`config.mk`:
```
export PLATFORM = sky130hd
export DESIGN_NAME = mp1000_cart_loader_flat
export DESIGN_NICKNAME = d
export VERILOG_FILES = /design/src/rtl/mp1000_cart_loader_if.sv /design/src/rtl/mp1000_cart_loader.sv /design/src/flat_wrapper.sv
export SDC_FILE = /design/constraint.sdc
export NUM_CORES = 1
export LEC_CHECK = 0
export BUFFER_PORTS_ARGS = -buffer_cell sky130_fd_sc_hd__buf_4
export CORE_AREA = 3 3 88 90
export CTS_BUF_LIST = sky130_fd_sc_hd__clkbuf_8
export DETAILED_ROUTE_END_ITERATION = 6
export DIE_AREA = 0 0 91 93
export PLACE_DENSITY = 0.75
export SETUP_SLACK_MARGIN = 0.02
export SLEW_MARGIN = 20
export SYNTH_ARGS = -nofsm -noshare
export SYNTH_HDL_FRONTEND = slang
export SYNTH_SLANG_ARGS = --single-unit
```
`constraint.sdc`:
```
create_clock -name clk_sys -period 3.7 [get_ports clk_sys]
set_input_delay 0.37 -clock clk_sys [delete_from_list [all_inputs] [get_ports clk_sys]]
set_output_delay 0.37 -clock clk_sys [all_outputs]
set_load 0.01 [all_outputs]
```
`src/rtl/mp1000_cart_loader_if.sv`:
```
// Download-port and cartridge-RAM write bus for the MP1000 cartridge loader.
// The master side is the loader: it consumes ioctl bytes and drives RAM writes.
interface mp1000_cart_loader_if #(
  parameter int MAX_AW = 14
);
  logic              ioctl_download;
  logic [7:0]        ioctl_index;
  logic              ioctl_wr;
  logic [24:0]       ioctl_addr;
  logic [7:0]        ioctl_dout;
  logic              ioctl_wait;
  logic              rom_req;
  logic              rom_ack;
  logic [MAX_AW-1:0] rom_addr;
  logic [7:0]        rom_data;

  modport master (
    input  ioctl_download, ioctl_index, ioctl_wr, ioctl_addr, ioctl_dout, rom_ack,
    output ioctl_wait, rom_req, rom_addr, rom_data
  );

  modport slave (
    output ioctl_download, ioctl_index, ioctl_wr, ioctl_addr, ioctl_dout, rom_ack,
    input  ioctl_wait, rom_req, rom_addr, rom_data
  );
endinterface

```
`src/rtl/mp1000_cart_loader.sv`:
```
// MP1000 cartridge loader: takes a byte-serial ioctl download, queues bytes in a
// 2-entry FIFO towards cartridge RAM, tracks the highest written address to
// derive the CPU mirror mask, and holds the CPU in reset while loading.
module mp1000_cart_loader #(
  parameter logic [7:0] CART_INDEX = 8'd1,
  parameter int         MAX_AW     = 14
) (
  input  logic                clk_sys,
  input  logic                reset_n,
  mp1000_cart_loader_if.master bus,
  output logic [MAX_AW-1:0]   cart_mask,
  output logic                cart_loaded,
  output logic                load_error,
  output logic                cpu_reset_hold
);

  localparam int ENTRY_W = MAX_AW + 8;

  typedef enum logic [1:0] {IDLE, LOAD, FLUSH, DONE} state_t;

  state_t             state_q, state_d;
  logic [1:0]         fifo_count, fifo_count_d;
  logic [ENTRY_W-1:0] slot0, slot1, slot0_d, slot1_d;
  logic [ENTRY_W-1:0] new_entry;
  logic [MAX_AW-1:0]  max_addr;
  logic [MAX_AW-1:0]  wr_addr;
  logic               seen_byte;
  logic               in_range, has_space, push, pop, wr_drop;
  logic               enter_load, latch_mask, finish_load;

  // Smallest all-ones mask covering addr, never below 2 KiB of mirroring.
  function automatic logic [MAX_AW-1:0] mirror_mask(input logic [MAX_AW-1:0] addr);
    logic [MAX_AW-1:0] m;
    m = addr;
    for (int i = 1; i < MAX_AW; i++) m = m | (addr >> i);
    return m | MAX_AW'(11'h7FF);
  endfunction

  assign wr_addr        = bus.ioctl_addr[MAX_AW-1:0];
  assign new_entry      = {wr_addr, bus.ioctl_dout};
  assign in_range       = (bus.ioctl_addr >> MAX_AW) == 25'd0;
  assign pop            = (fifo_count != 2'd0) && bus.rom_ack;
  assign has_space      = (fifo_count != 2'd2) || pop;
  assign push           = (state_q == LOAD) && bus.ioctl_wr && in_range && has_space;
  assign wr_drop        = (state_q == LOAD) && bus.ioctl_wr && (!in_range || !has_space);

  assign bus.rom_req    = fifo_count != 2'd0;
  assign bus.ioctl_wait = fifo_count == 2'd2;
  assign bus.rom_addr   = slot0[ENTRY_W-1:8];
  assign bus.rom_data   = slot0[7:0];

  // Next-state decode and one-cycle control strobes for the load sequence.
  always_comb begin
    state_d     = state_q;
    enter_load  = 1'b0;
    latch_mask  = 1'b0;
    finish_load = 1'b0;
    case (state_q)
      IDLE: begin
        if (bus.ioctl_download && (bus.ioctl_index == CART_INDEX)) begin
          state_d    = LOAD;
          enter_load = 1'b1;
        end
      end
      LOAD: begin
        if (!bus.ioctl_download) state_d = FLUSH;
      end
      FLUSH: begin
        if (fifo_count == 2'd0) begin
          state_d    = DONE;
          latch_mask = 1'b1;
        end
      end
      DONE: begin
        finish_load = 1'b1;
        state_d     = IDLE;
      end
      default: state_d = IDLE;
    endcase
  end

  // FIFO next contents: pop shifts the tail to the head, push lands behind what remains.
  always_comb begin
    slot0_d      = slot0;
    slot1_d      = slot1;
    fifo_count_d = fifo_count;
    if (pop) slot0_d = slot1;
    if (push) begin
      if ((fifo_count == 2'd0) || ((fifo_count == 2'd1) && pop)) slot0_d = new_entry;
      else                                                         slot1_d = new_entry;
    end
    case ({push, pop})
      2'b10:   fifo_count_d = fifo_count + 2'd1;
      2'b01:   fifo_count_d = fifo_count - 2'd1;
      default: fifo_count_d = fifo_count;
    endcase
  end

  // State and FIFO occupancy; reset drops any queued entries.
  always_ff @(posedge clk_sys or negedge reset_n) begin
    if (!reset_n) begin
      state_q    <= IDLE;
      fifo_count <= 2'd0;
    end else begin
      state_q    <= state_d;
      fifo_count <= fifo_count_d;
    end
  end

  // FIFO payload storage; validity is carried entirely by fifo_count.
  always_ff @(posedge clk_sys) begin
    slot0 <= slot0_d;
    slot1 <= slot1_d;
  end

  // Image bookkeeping and status outputs, persisting across IDLE.
  always_ff @(posedge clk_sys or negedge reset_n) begin
    if (!reset_n) begin
      max_addr       <= '0;
      seen_byte      <= 1'b0;
      cart_mask      <= '0;
      cart_loaded    <= 1'b0;
      load_error     <= 1'b0;
      cpu_reset_hold <= 1'b0;
    end else if (enter_load) begin
      max_addr       <= '0;
      seen_byte      <= 1'b0;
      cart_loaded    <= 1'b0;
      load_error     <= 1'b0;
      cpu_reset_hold <= 1'b1;
    end else begin
      if (push) begin
        seen_byte <= 1'b1;
        if (wr_addr > max_addr) max_addr <= wr_addr;
      end
      if (wr_drop) load_error <= 1'b1;
      if (latch_mask) cart_mask <= seen_byte ? mirror_mask(max_addr) : '0;
      if (finish_load) begin
        cart_loaded    <= seen_byte && !load_error;
        cpu_reset_hold <= 1'b0;
      end
    end
  end

endmodule

```
`src/flat_wrapper.sv`:
```
// flat-port wrapper written by rule: the top's interface ports become plain ports
module mp1000_cart_loader_flat 
#(
  parameter logic [7:0] CART_INDEX = 8'd1,
  parameter int         MAX_AW     = 14
)
  (clk_sys, reset_n, cart_mask, cart_loaded, load_error, cpu_reset_hold, bus_ioctl_download, bus_ioctl_index, bus_ioctl_wr, bus_ioctl_addr, bus_ioctl_dout, bus_rom_ack, bus_ioctl_wait, bus_rom_req, bus_rom_addr, bus_rom_data);
  mp1000_cart_loader_if #(.MAX_AW(MAX_AW)) bus_i ();
  input  logic clk_sys;
  input  logic reset_n;
  output logic [MAX_AW-1:0] cart_mask;
  output logic cart_loaded;
  output logic load_error;
  output logic cpu_reset_hold;
  input wire logic [$bits(bus_i.ioctl_download)-1:0] bus_ioctl_download;
  input wire logic [$bits(bus_i.ioctl_index)-1:0] bus_ioctl_index;
  input wire logic [$bits(bus_i.ioctl_wr)-1:0] bus_ioctl_wr;
  input wire logic [$bits(bus_i.ioctl_addr)-1:0] bus_ioctl_addr;
  input wire logic [$bits(bus_i.ioctl_dout)-1:0] bus_ioctl_dout;
  input wire logic [$bits(bus_i.rom_ack)-1:0] bus_rom_ack;
  output wire logic [$bits(bus_i.ioctl_wait)-1:0] bus_ioctl_wait;
  output wire logic [$bits(bus_i.rom_req)-1:0] bus_rom_req;
  output wire logic [$bits(bus_i.rom_addr)-1:0] bus_rom_addr;
  output wire logic [$bits(bus_i.rom_data)-1:0] bus_rom_data;
  assign bus_i.ioctl_download = bus_ioctl_download;
  assign bus_i.ioctl_index = bus_ioctl_index;
  assign bus_i.ioctl_wr = bus_ioctl_wr;
  assign bus_i.ioctl_addr = bus_ioctl_addr;
  assign bus_i.ioctl_dout = bus_ioctl_dout;
  assign bus_i.rom_ack = bus_rom_ack;
  assign bus_ioctl_wait = bus_i.ioctl_wait;
  assign bus_rom_req = bus_i.rom_req;
  assign bus_rom_addr = bus_i.rom_addr;
  assign bus_rom_data = bus_i.rom_data;
  mp1000_cart_loader #(.CART_INDEX(CART_INDEX), .MAX_AW(MAX_AW)) u_core (.clk_sys(clk_sys), .reset_n(reset_n), .bus(bus_i), .cart_mask(cart_mask), .cart_loaded(cart_loaded), .load_error(load_error), .cpu_reset_hold(cpu_reset_hold));
endmodule
```
## Yosys cells after proc, flatten, opt, wreduce, memory -nomap -nowiden

Index checks and enable logic that the tools add are counted.

- Register bits: 80
- Bits in latches: 0
- Bits in writable memories: 0
- Bits in read-only memories: 0
- Bits of input ports: 46
- Output and inout port bits: 41
- Memories: 0

- Add/subtract/negate cells: 2
- $mul: 0
- Divide/modulo/power cells: 0
- Order comparisons: 1
- Equal/unequal tests: 12
- Shift operators: 0
- Multiplexer cells: 25
- Bitwise gates (word level): 15
- Reductions and logical operators: 27

Operators with widths:

| kind | number |
|---|---|
| 22-bit two-way mux | 3 |
| 14-bit two-way mux | 4 |
| 25-bit zero test | 1 |
| 14-bit greater-than comparator | 1 |
| 14-bit by 1-bit bitwise OR with 14-bit output | 1 |
| 14-bit by 10-bit bitwise OR with 14-bit output | 1 |
| 14-bit by 11-bit bitwise OR with 14-bit output | 1 |
| 14-bit by 12-bit bitwise OR with 14-bit output | 1 |
| 14-bit by 13-bit bitwise OR with 14-bit output | 1 |
| 14-bit by 2-bit bitwise OR with 14-bit output | 1 |
| 14-bit by 3-bit bitwise OR with 14-bit output | 1 |
| 14-bit by 4-bit bitwise OR with 14-bit output | 1 |
| 14-bit by 5-bit bitwise OR with 14-bit output | 1 |
| 14-bit by 6-bit bitwise OR with 14-bit output | 1 |
| 14-bit by 7-bit bitwise OR with 14-bit output | 1 |
| 14-bit by 8-bit bitwise OR with 14-bit output | 1 |
| 14-bit by 9-bit bitwise OR with 14-bit output | 1 |
| 1-bit two-way mux | 13 |
| 2-bit nonzero test | 6 |
| 2-bit equality test, second input constant | 4 |
| 8-bit by 1-bit equality test with 1-bit output, second input constant | 1 |
| 1-bit logical AND | 8 |
| 2-bit case mux with 4 select lines | 1 |
| 2-bit by 1-bit equality test with 1-bit output, second input constant | 3 |
| 12 further kinds | 24 |

## Logic depth before layout (Yosys ltp)

- Word-level depth: 14
- Mapped depth: 9
- Depth with buffers taken out: 7

## Worst setup path before layout

OpenSTA, ideal clock, no wires.

- Kind: reg-to-reg
- Start: register u_core.max_addr[13]
- End: register u_core.max_addr[12]
- Setup time: 0.126 ns
- Data arrival time: 1.954 ns
- Path slack: 1.620 ns
- Cell stages (with the launch flop): 9
- Cell sequence: dfrtp_1 inv_1 ha_1 nand4_1 nor2_1 or4_1 o211ai_4 buf_6 o22ai_2

- Cells in the longest elaborated chain, start to end: 3

RTL lines:

| what | line | RTL |
|---|---|---|
| from (decl) | mp1000_cart_loader.sv:25 | `logic [MAX_AW-1:0] max_addr;` |
| from (signal assigned) | mp1000_cart_loader.sv:134 | `if (wr_addr > max_addr) max_addr <= wr_addr;` |
| 14-bit greater-than comparator | mp1000_cart_loader.sv:134 |  |
| 2-bit nonzero test (no source line) | n/a |  |
| 2-bit AND reduction (no source line) | n/a |  |

Every way passes these cells.
A chain may end at the register's enable or synchronous reset.

## Final worst setup path

Ends and elaborated chain as after synthesis.

==> qor.yml <==
grt_first_pass_wirelength_um: 12200
path_buf_inv: 1
synthCells: 317
vias: 2562
final_cell_mix: "buf_4 (88), nand2_1 (48), inv_1 (35), dfrtp_1 (26)"
synth.avg_cell_area_um2: 11.0
rsz0062_at_grt: "false"
worstPathCellList: "inv_1 -> ha_1 -> nand4_1 -> nor2_1 -> or4_1 -> o211ai_4 -> o22ai_2"
io_buffers: 86
cts.path.max_buffers: 2
critPathLaunchType: "flip-flop"
grt_max_degree: 45
crit_family: "simple AND/OR/NAND/NOR gates"
finalSetupViolations: 0
critPathCaptureType: "flip-flop"
die-area_um2: 8460
crit_fanout: 14
finalSetupTns_ns: 0
final_common_cell: "buf_4"
place_congestion: 0.742
dr.pass1.iters: 4
wirelength_um: 7240
rows: 31
drv_cap: 0
wl_per_cell_um: 14.4
drv_slew: 0
antenna_found_initial: 0
switching_share: 0.314
area_delta_synth_final_pct: 24.2
synthTopCellsByArea: "edfxtp_1 (19%), dfrtp_1 (19%), dfxtp_1 (13%)"
max_freq_ghz: 0.415
grt_pass1_vias: 2593
place_hpwl_um: 5250
cellPowerDensity_nw_per_um2: 547
tightest_slew_ns: 0.845
synthFlopType: "dfrtp_1"
numCtsBuffers: 9
power_switching_uw: 741
internal_power_uw: 1620
gr-total-overflow: 0
hold_violations: 0
clk_latency_ns: 0.35
root_buffer: "clkbuf_8"
ios: 87
syn-cell-area_um2: 3480
ys_ff_latch: 70
worst_ep_required_time_ns: 3.91
synth-seq-area-share: 0.504
pwr-share-comb: 0.307
start_util: 0.487
status: "finished clean"
viasPerCell: 5.11
min_path_type: "in -> reg"
antennaDiodeCount: 0
grtUsageTotal: 0.181
drc: 0
core_area_um2: 7140
die_h_um: 93
ys_async_sr_fraction: 0.371
seq_power_share: 0.429
htreeDepth: 3
peakVddDrop_mv: 0.282
cpPeakStageDelay_ns: 0.59
clk_pin_slew_ns: 0.08
ant_nets: 0
clkSinkCount: 70
crit_type: "reg -> reg"
synth-edff-count: 22
finalHoldWorstSlack_ns: 0.199
leakagePower_uw: 0.00195
drive_gt1_frac: 0.318
cp.arrival_ns: 2.62
drt_iter0_drc: 122
min_period_over_period: 0.651
die_w_um: 91
slew_headroom: 0.435
cts_setup_buffers: 0
fin_crit_ns: 2.41
ys_types: 54
yosysWarnings: 0
pwr-share-clk: 0.264
yosysTopAreaCellShare: 0.190
synth_nets: 385
cp_slowest_cell: "or4_1"
cts_tree: "done"
synth_area_leader_cell: "edfxtp_1"
ctsResizeCount: 0
nets: 465
fin_skew_ns: 0.00806
## synthesized netlist by cell type, types with 2 or more instances
cell type,n
nand2_1,48
inv_1,35
dfrtp_1,26
dfxtp_1,22
edfxtp_1,22
ha_1,22
mux2i_1,22
o21ai_0,21
buf_4,13
o22ai_2,11
o21ai_1,10
nor2_1,5
nand3_1,4
o22ai_1,4
a21oi_1,3
clkbuf_1,3
nor2b_1,3
nor3_1,3
buf_2,2
mux2_2,2
o21a_1,2
o31ai_1,2
## state kept, by name (all words and copies together), names as in the netlist
signal and cells:
u_core.load_error 1, u_core.max_addr 14, u_core.cpu_reset_hold 1, u_core.fifo_count 2
u_core.slot1 22, u_core.slot0 22, u_core.seen_byte 1, u_core.cart_mask 4
u_core.state_q 2, u_core.cart_loaded 1
## final timing paths
check	start	end	slack [ns]	cells past startpoint
max in group asynchronous	reset_n	u_core.max_addr[3]$_DFFE_PN0P_	2.98	2
min	bus_ioctl_dout[1]	u_core.slot1[1]$_DFFE_PP_	0.20	1
max reg2reg	u_core.max_addr[13]$_DFFE_PN0P_	u_core.max_addr[12]$_DFFE_PN0P_	1.29	7
min in group asynchronous	reset_n	u_core.cart_mask[11]$_DFFE_PN0P_	0.46	2
max	u_core.max_addr[13]$_DFFE_PN0P_	u_core.max_addr[12]$_DFFE_PN0P_	1.29	7
min reg2reg	u_core.slot1[13]$_DFFE_PP_	u_core.slot0[13]$_DFF_P_	0.51	2
## per-stage QoR
step	util	power [uW]	std cells	worst slack, ns	area, um2
6_report	0.605	2360	501	1.29	4320
5_1_grt	0.605	2510	501	1.09	4320
3_3_place_gp	0.576	1730	484	1.28	4110
4_1_cts	0.605	2380	501	1.29	4320
2_1_floorplan	-	1440	317	1.62	3480
3_5_place_dp	0.576	1760	484	1.23	4110
## layout make-up
| cell class | count | area [um2] |
|---|---|---|
| Tap cell | 99 | 124 |
| Clock inverter | 7 | 73.8 |
| Inverter | 35 | 131 |
| Timing Repair Buffer | 89 | 671 |
| Sequential cell | 70 | 1750 |
| Multi-Input combinational cell | 192 | 1450 |
| Clock buffer | 9 | 124 |
| Fill cell | 628 | 2820 |
## power groups by stage
stage / clock [uW] / combinational, uW / sequential (uW)
2_1_floorplan: 0 / 369 / 1070
3_3_place_gp: 0 / 709 / 1030
3_5_place_dp: 0 / 734 / 1030
4_1_cts: 632 / 733 / 1020
5_1_grt: 672 / 805 / 1030
6_report: 623 / 725 / 1010
## worst register-to-register path, delay by kind of cell, from the launching register on
| family | cells | cell delay (ns) |
|---|---|---|
| DFF | 1 | 0.42 |
| AOI/OAI and AO/OA | 2 | 0.68 |
| buffers and inverters | 1 | 0.06 |
| and+or+nand+nor | 3 | 0.82 |
| adders and majority gates | 1 | 0.29 |
## repair_timing
action,4_1_cts,5_1_grt
hold buffers,1,0
hold endpoints to repair,26,0
setup endpoints to repair,0,0
## per-layer routing
layer / wire length, um / share of wire / track usage / vias to the layer above
li1: - / - / - / 1253
met1: 3250 / 0.45 / 0.233 / 1212
met2: 3420 / 0.47 / 0.293 / 85
met3: 438 / 0.061 / 0.0402 / 12
met4: 128 / 0.018 / 0.0779 / 0
met5: 0 / 0 / 0 / -
## logic make-up (layout without fill, tap and decap cells)
group                    after synthesis  in the layout  share of synthesized area
AO/OA/AOI/OAI                         64             64                      0.138
XOR/XNOR                               1              1                    0.00252
adder cells (fa/ha/maj)               22             22                     0.0791
buffers and inverters                 55            140                     0.0809
flip-flops                            70             70                      0.504
multiplexers                          24             24                     0.0698
AND/OR/NAND/NOR                       81             81                      0.126
No activity file was read; power rests on OpenSTA's default activity.
